## src/rtl/seven_segment_scan_driver_if.sv

```systemverilog
`default_nettype none
// ============================================================================
// Module      : seven_segment_scan_driver_if
// Description : Bundle of control inputs and display pins for the scanned
//               seven-segment driver.
//               master : source of the display value and mode controls
//               slave  : the scan driver
//               Signals: load, digits_in[4*NUM_DIGITS], hex_mode, enable
//                        (master -> slave), seg_n[7], an_n[NUM_DIGITS]
//                        (slave -> master).
// Revision    : 1.0 - initial release
// ============================================================================
interface seven_segment_scan_driver_if #(
    parameter int NUM_DIGITS = 4
);
    logic                    load;
    logic [4*NUM_DIGITS-1:0] digits_in;
    logic                    hex_mode;
    logic                    enable;
    logic [6:0]              seg_n;
    logic [NUM_DIGITS-1:0]   an_n;

    modport master (
        output load,
        output digits_in,
        output hex_mode,
        output enable,
        input  seg_n,
        input  an_n
    );

    modport slave (
        input  load,
        input  digits_in,
        input  hex_mode,
        input  enable,
        output seg_n,
        output an_n
    );
endinterface
`default_nettype wire

```

## src/rtl/seven_segment_scan_driver.sv

```systemverilog
`default_nettype none
// ============================================================================
// Module      : seven_segment_scan_driver
// Description : Latches NUM_DIGITS packed nibbles and time-multiplexes them
//               onto a shared active-low segment bus with one-hot active-low
//               digit selects (common-anode display).
//               Ports : clk, rst (async, active high)
//                       bus (slave modport): load, digits_in, hex_mode,
//                       enable in; seg_n[6:0] (bit0=a..bit6=g), an_n out.
//               Build option: define SEVEN_SEG_LEADING_ZERO_BLANK_EN to blank
//               leading zero digits (digit 0 is never blanked).
// Revision    : 1.0 - initial release
// ============================================================================
module seven_segment_scan_driver #(
    parameter int NUM_DIGITS  = 4,
    parameter int REFRESH_DIV = 50000
) (
    input  wire                          clk,
    input  wire                          rst,
    seven_segment_scan_driver_if.slave   bus
);

    localparam int c_idx_w = (NUM_DIGITS > 1) ? $clog2(NUM_DIGITS) : 1;
    localparam int c_cnt_w = (REFRESH_DIV > 1) ? $clog2(REFRESH_DIV) : 1;
    localparam logic [c_idx_w-1:0] c_idx_last   = c_idx_w'(NUM_DIGITS - 1);
    localparam logic [c_cnt_w-1:0] c_presc_last = c_cnt_w'(REFRESH_DIV - 1);
    localparam logic [6:0]         c_seg_off    = 7'b1111111;

    logic [4*NUM_DIGITS-1:0] r_digits;
    logic [c_cnt_w-1:0]      r_presc;
    logic [c_idx_w-1:0]      r_idx;
    logic [6:0]              r_seg;
    logic [NUM_DIGITS-1:0]   r_an;

    logic                    w_terminal;
    logic [3:0]              w_nibble;
    logic                    w_blank;
    logic [NUM_DIGITS-1:0]   w_lz_mask;
    logic [NUM_DIGITS-1:0]   w_an_next;
    logic [6:0]              w_seg_next;

    // Segment patterns, bit order g..a, active low.
    function automatic logic [6:0] f_decode(input logic [3:0] code, input logic hex);
        logic [6:0] v_seg;
        case (code)
            4'h0:    v_seg = 7'b1000000;
            4'h1:    v_seg = 7'b1111001;
            4'h2:    v_seg = 7'b0100100;
            4'h3:    v_seg = 7'b0110000;
            4'h4:    v_seg = 7'b0011001;
            4'h5:    v_seg = 7'b0010010;
            4'h6:    v_seg = 7'b0000010;
            4'h7:    v_seg = 7'b1111000;
            4'h8:    v_seg = 7'b0000000;
            4'h9:    v_seg = 7'b0010000;
            4'hA:    v_seg = hex ? 7'b0001000 : c_seg_off;
            4'hB:    v_seg = hex ? 7'b0000011 : c_seg_off;
            4'hC:    v_seg = hex ? 7'b1000110 : c_seg_off;
            4'hD:    v_seg = hex ? 7'b0100001 : c_seg_off;
            4'hE:    v_seg = hex ? 7'b0000110 : c_seg_off;
            default: v_seg = hex ? 7'b0001110 : c_seg_off;
        endcase
        return v_seg;
    endfunction

    assign w_terminal = (r_presc == c_presc_last);

`ifdef SEVEN_SEG_LEADING_ZERO_BLANK_EN
    // Walk down from the most significant digit; a digit is blanked while
    // every nibble from the top down to it is zero. Digit 0 stays lit.
    always_comb begin : p_lz_mask
        logic v_run;
        v_run     = 1'b1;
        w_lz_mask = '0;
        for (int i = NUM_DIGITS - 1; i >= 1; i--) begin
            v_run        = v_run && (r_digits[i*4 +: 4] == 4'h0);
            w_lz_mask[i] = v_run;
        end
    end
`else
    assign w_lz_mask = '0;
`endif

    // Select the nibble and anode of the currently scanned digit.
    always_comb begin
        w_nibble  = '0;
        w_blank   = 1'b0;
        w_an_next = '1;
        for (int i = 0; i < NUM_DIGITS; i++) begin
            if (r_idx == c_idx_w'(i)) begin
                w_nibble     = r_digits[i*4 +: 4];
                w_blank      = w_lz_mask[i];
                w_an_next[i] = 1'b0;
            end
        end
        if (!bus.enable) begin
            w_an_next = '1;
        end
    end

    always_comb begin
        w_seg_next = f_decode(w_nibble, bus.hex_mode);
        if (!bus.enable || w_blank) begin
            w_seg_next = c_seg_off;
        end
    end

    // Pins are registered from the pre-edge index/register, so a digit
    // selected at edge k appears on the pins at edge k+1 and stays for
    // REFRESH_DIV cycles, matching the prescaler period.
    always_ff @(posedge clk or posedge rst) begin
        if (rst) begin
            r_digits <= '0;
            r_presc  <= '0;
            r_idx    <= '0;
            r_seg    <= c_seg_off;
            r_an     <= '1;
        end else begin
            if (bus.load) begin
                r_digits <= bus.digits_in;
            end
            if (w_terminal) begin
                r_presc <= '0;
                r_idx   <= (r_idx == c_idx_last) ? '0 : r_idx + c_idx_w'(1);
            end else begin
                r_presc <= r_presc + c_cnt_w'(1);
            end
            r_seg <= w_seg_next;
            r_an  <= w_an_next;
        end
    end

    assign bus.seg_n = r_seg;
    assign bus.an_n  = r_an;

endmodule
`default_nettype wire

```

## src/flat_wrapper.sv

```systemverilog
// flat-port wrapper written by rule: the top's interface ports become plain ports
module seven_segment_scan_driver_flat 
#(
    parameter int NUM_DIGITS  = 4,
    parameter int REFRESH_DIV = 50000
)
  (clk, rst, bus_load, bus_digits_in, bus_hex_mode, bus_enable, bus_seg_n, bus_an_n);
  seven_segment_scan_driver_if #(.NUM_DIGITS(NUM_DIGITS)) bus_i ();
  input  wire clk;
  input  wire rst;
  input wire logic [$bits(bus_i.load)-1:0] bus_load;
  input wire logic [$bits(bus_i.digits_in)-1:0] bus_digits_in;
  input wire logic [$bits(bus_i.hex_mode)-1:0] bus_hex_mode;
  input wire logic [$bits(bus_i.enable)-1:0] bus_enable;
  output wire logic [$bits(bus_i.seg_n)-1:0] bus_seg_n;
  output wire logic [$bits(bus_i.an_n)-1:0] bus_an_n;
  assign bus_i.load = bus_load;
  assign bus_i.digits_in = bus_digits_in;
  assign bus_i.hex_mode = bus_hex_mode;
  assign bus_i.enable = bus_enable;
  assign bus_seg_n = bus_i.seg_n;
  assign bus_an_n = bus_i.an_n;
  seven_segment_scan_driver #(.NUM_DIGITS(NUM_DIGITS), .REFRESH_DIV(REFRESH_DIV)) u_core (.clk(clk), .rst(rst), .bus(bus_i));
endmodule
```

## config.mk

```make
export PLATFORM = sky130hd
export DESIGN_NAME = seven_segment_scan_driver_flat
export DESIGN_NICKNAME = d
export VERILOG_FILES = /design/src/rtl/seven_segment_scan_driver_if.sv /design/src/rtl/seven_segment_scan_driver.sv /design/src/flat_wrapper.sv
export SDC_FILE = /design/constraint.sdc
export NUM_CORES = 1
export LEC_CHECK = 0
export CAP_MARGIN = 10
export CORE_AREA = 2 2 71 73
export CTS_CLUSTER_DIAMETER = 30
export DETAILED_ROUTE_END_ITERATION = 8
export DIE_AREA = 0 0 73 75
export GPL_TIMING_DRIVEN = 0
export PLACE_DENSITY = 0.73
export SYNTH_ARGS = -nofsm -noshare
export SYNTH_HDL_FRONTEND = slang
export SYNTH_SLANG_ARGS = --single-unit
```

## constraint.sdc

```tcl
create_clock -name clk -period 5.94 [get_ports clk]
set_input_delay 0.594 -clock clk [delete_from_list [all_inputs] [get_ports clk]]
set_output_delay 0.594 -clock clk [all_outputs]
set_load 0.02 [all_outputs]
```

==> metrics.txt <==
# TYPE chip_impl_metric gauge
chip_impl_metric{name="hold_ws",unit="ps"} 482
chip_impl_metric{name="power_leakage",unit="nW"} 1.13
chip_impl_metric{name="grt_use_total",unit="%"} 17.8
chip_impl_metric{name="place.port_buffers",unit=""} 30
chip_impl_metric{name="syn_area_per_cell",unit="um2"} 11.3
chip_impl_metric{name="power_density",unit="nW/um2"} 222
chip_impl_metric{name="transition_time_at_the_pin_with_the_least_slew_margin",unit="ps"} 560
chip_impl_metric{name="drt_drc_violations_left",unit=""} 0
chip_impl_metric{name="highest_clock_rate",unit="MHz"} 459
chip_impl_metric{name="routed_wirelength",unit="mm"} 4.13
chip_impl_metric{name="vias_per_cell",unit=""} 5.50
chip_impl_metric{name="cts_setup_buffers",unit=""} 0
chip_impl_metric{name="max_cap_violations",unit=""} 0
chip_impl_metric{name="synth-async-reset-ratio",unit="%"} 100
chip_impl_metric{name="gp_congestion",unit=""} 0.866
chip_impl_info{name="cp-end-kind",value="register"} 1
chip_impl_metric{name="cts_sinks",unit=""} 45
chip_impl_metric{name="grt_pass1_wl",unit="mm"} 7.57
chip_impl_metric{name="cts_inserted_buffers",unit=""} 5
chip_impl_metric{name="route.antenna.remaining_nets",unit=""} 0
chip_impl_metric{name="core.rowCount",unit=""} 25
chip_impl_metric{name="worst-path-max-fanout",unit=""} 6
chip_impl_metric{name="die_area",unit="um2"} 5480
chip_impl_info{name="hold_path.class",value="register to register"} 1
chip_impl_info{name="run_status",value="finished, final reports clean"} 1
chip_impl_metric{name="timing.max_slew.rel_slack",unit="%"} 62.3
chip_impl_metric{name="setup_viol_count_final",unit=""} 0
chip_impl_metric{name="worst_skew_pair.late_latency",unit="ps"} 290
chip_impl_metric{name="wl_per_cell",unit="um"} 13.9
chip_impl_info{name="synth_flop_cell",value="sky130_fd_sc_hd__dfrtp_1"} 1
chip_impl_metric{name="post_synthesis_cell_area",unit="um2"} 2320
chip_impl_metric{name="mappedNetlistNets",unit=""} 231
chip_impl_metric{name="final_net_count",unit=""} 269
chip_impl_metric{name="yosysUniqueCellTypes",unit=""} 53
chip_impl_metric{name="antenna-diode-count",unit=""} 0
chip_impl_metric{name="synth.ff_latch_count",unit=""} 45
chip_impl_metric{name="initialDrtViolationCount",unit=""} 128
chip_impl_metric{name="synth_edf_count",unit=""} 0
chip_impl_metric{name="start_util",unit="%"} 49.9
chip_impl_metric{name="fin_worst_skew",unit="ps"} 11.6
chip_impl_metric{name="layout_worst_path_cycle_share",unit="%"} 36.7
chip_impl_metric{name="synth_warnings",unit=""} 0
chip_impl_metric{name="sequential_to_total_area_share_from_yosys_stat",unit="%"} 49.0
chip_impl_metric{name="grt_remaining_overflow",unit=""} 0
chip_impl_metric{name="vias",unit=""} 1638
chip_impl_metric{name="grt_antenna_before_repair",unit=""} 0
chip_impl_metric{name="cts.reportedPaths.clkPinSlew",unit="ps"} 80
chip_impl_metric{name="die_y",unit="um"} 75
chip_impl_metric{name="design.portCount",unit=""} 32
chip_impl_metric{name="drive_gt1_share",unit="%"} 22.1
chip_impl_metric{name="cts_hold_repair.buffers",unit=""} 0
chip_impl_metric{name="finalCriticalPeriod",unit="ps"} 2180
chip_impl_info{name="cts_root_buf",value="sky130_fd_sc_hd__clkbuf_8"} 1
chip_impl_info{name="cts_tree",value="built"} 1
chip_impl_metric{name="worstPathRequired",unit="ps"} 6160
chip_impl_info{name="worst-setup-path-type",value="register to register"} 1
chip_impl_metric{name="clock_path_buffers",unit=""} 2
chip_impl_metric{name="tns",unit="ps"} 0
chip_impl_metric{name="postCtsResizedCells",unit=""} 0
chip_impl_info{name="worst_setup_path_start_kind",value="register"} 1
chip_impl_metric{name="cts_htree_levels",unit=""} 2
chip_impl_metric{name="flow.area_growth_from_synthesis",unit="%"} 20.2
chip_impl_metric{name="detailedRoute.firstPassIterationCount",unit=""} 4
chip_impl_metric{name="floorplan.core_area",unit="um2"} 4660
chip_impl_metric{name="finalHoldViolations",unit=""} 0
chip_impl_metric{name="grt_max_degree",unit=""} 35
chip_impl_metric{name="detailed_place_hpwl",unit="mm"} 3.14
chip_impl_metric{name="cell_area_after_layout",unit="um2"} 2800
chip_impl_info{name="setup_repair_after_global_routing_missed_its_margin",value="no"} 1
chip_impl_metric{name="timing_max_transition_violations_final",unit=""} 0
chip_impl_metric{name="via_count_of_the_first_global_routing_pass",unit=""} 1653
chip_impl_metric{name="irDropWorstVdd",unit="mV"} 0.108
chip_impl_metric{name="chip_width",unit="um"} 73
chip_impl_metric{name="critical_path_arrival",unit="ps"} 2400
chip_impl_metric{name="synth_cells",unit=""} 205
chip_impl_metric{name="placedInstanceArea",unit="um2"} 2710
## cell families (layout without fill, tap and decap cells)
family	count (synthesis)	in the layout	share of synthesized area (%)
and+or+nand+nor	72	72	17.5
xor gates and xnor gates	11	11	4.14
buffers and inverters	13	52	3.07
adders and majority gates	5	5	2.69
muxes	17	17	8.23
AOI/OAI and AO/OA	42	42	15.3
DFF	45	45	49.0
## registers in the layout, indices dropped and copies added (netlist names)
signal / cells
u_core.r_digits: 16
u_core.bus.seg_n: 7
u_core.r_idx: 2
u_core.r_presc: 16
u_core.bus.an_n: 4
## cells in the final DEF, fill, tap and decap left out, drive strengths merged, types with 6 or more instances in the layout
cell	n
inv	6
mux2	17
clkdlybuf4s50	30
nor3	6
buf	6
xor2	7
nor2	14
dfrtp	34
clkbuf	8
o21ai	10
nand3	8
nand2	20
dfstp	11
## routing by layer
metal	part of all wire [%]	vias to the layer above	GRT usage, %	wire length [um]
met5	0	-	0	0
met3	3.7	5	2.81	151
met2	44	44	26.9	1810
met4	1.3	0	6.79	55
met1	51	770	26.0	2110
li1	-	819	-	-
## worst paths after layout
kind | startpoint | to | slack (ps) | depth (start not counted)
worst max-delay path | u_core.r_idx[0]$_DFFE_PP0N_ | u_core.bus.seg_n[3]$_DFF_PP1_ | 3760 | 7
min in group asynchronous | rst | u_core.r_presc[13]$_DFF_PP0_ | 550 | 2
worst min-delay path | u_core.r_presc[0]$_DFF_PP0_ | u_core.r_presc[0]$_DFF_PP0_ | 480 | 1
max in group asynchronous | rst | u_core.bus.seg_n[6]$_DFF_PP1_ | 4860 | 3
worst max register to register | u_core.r_idx[0]$_DFFE_PP0N_ | u_core.bus.seg_n[3]$_DFF_PP1_ | 3760 | 7
worst min register to register | u_core.r_presc[0]$_DFF_PP0_ | u_core.r_presc[0]$_DFF_PP0_ | 480 | 1
## synth_stat cells (5+ instances only)
library cell / number / area, um2
sky130_fd_sc_hd__inv_1: 6 / 22.5
sky130_fd_sc_hd__dfrtp_1: 34 / 851
sky130_fd_sc_hd__nand3_1: 8 / 40.0
sky130_fd_sc_hd__o21ai_1: 6 / 30.0
sky130_fd_sc_hd__ha_1: 5 / 62.6
sky130_fd_sc_hd__nor2_1: 14 / 52.6
sky130_fd_sc_hd__mux2_2: 17 / 191
sky130_fd_sc_hd__xor2_1: 7 / 61.3
sky130_fd_sc_hd__nand2_1: 20 / 75.1
sky130_fd_sc_hd__nor3_1: 6 / 30.0
sky130_fd_sc_hd__dfstp_2: 11 / 289
## per-stage QoR
stage | utilization [%] | worst slack (ps) | std cells | power (mW)
after CTS | 60.0 | 3770 | 298 | 0.626
after detailed placement | 58.2 | 3790 | 290 | 0.449
after floorplan | - | 3970 | 205 | 0.408
final | 60.0 | 3760 | 298 | 0.620
after global routing | 60.0 | 3560 | 298 | 0.647
after global placement | 57.8 | 3410 | 289 | 0.445
## cell type report
class / count / area, um2
Timing Repair Buffer: 31 / 320
Sequential cell: 45 / 1140
Clock inverter: 2 / 10.0
Multi-Input combinational cell: 147 / 1110
Fill cell: 382 / 1870
Buffer: 7 / 48.8
Clock buffer: 6 / 72.6
Inverter: 6 / 22.5
Tap cell: 54 / 67.6
## report_power, final
| part | switching, mW | leakage, nW | internal [mW] |
|---|---|---|---|
| logic | 0.0486 | 0.543 | 0.0551 |
| clock network | 0.0958 | 0.0450 | 0.0815 |
| registers | 0.00987 | 0.540 | 0.329 |
## worst max-delay path, stage by stage (launching register included)
cell	delay [ps]
sky130_fd_sc_hd__dfrtp_1	410
sky130_fd_sc_hd__inv_1	130
sky130_fd_sc_hd__ha_1	280
sky130_fd_sc_hd__nor2b_2	360
sky130_fd_sc_hd__a221o_2	320
sky130_fd_sc_hd__a21boi_4	90
sky130_fd_sc_hd__a22o_1	190
sky130_fd_sc_hd__a221o_1	340
No activity file was read; power rests on OpenSTA's default activity.
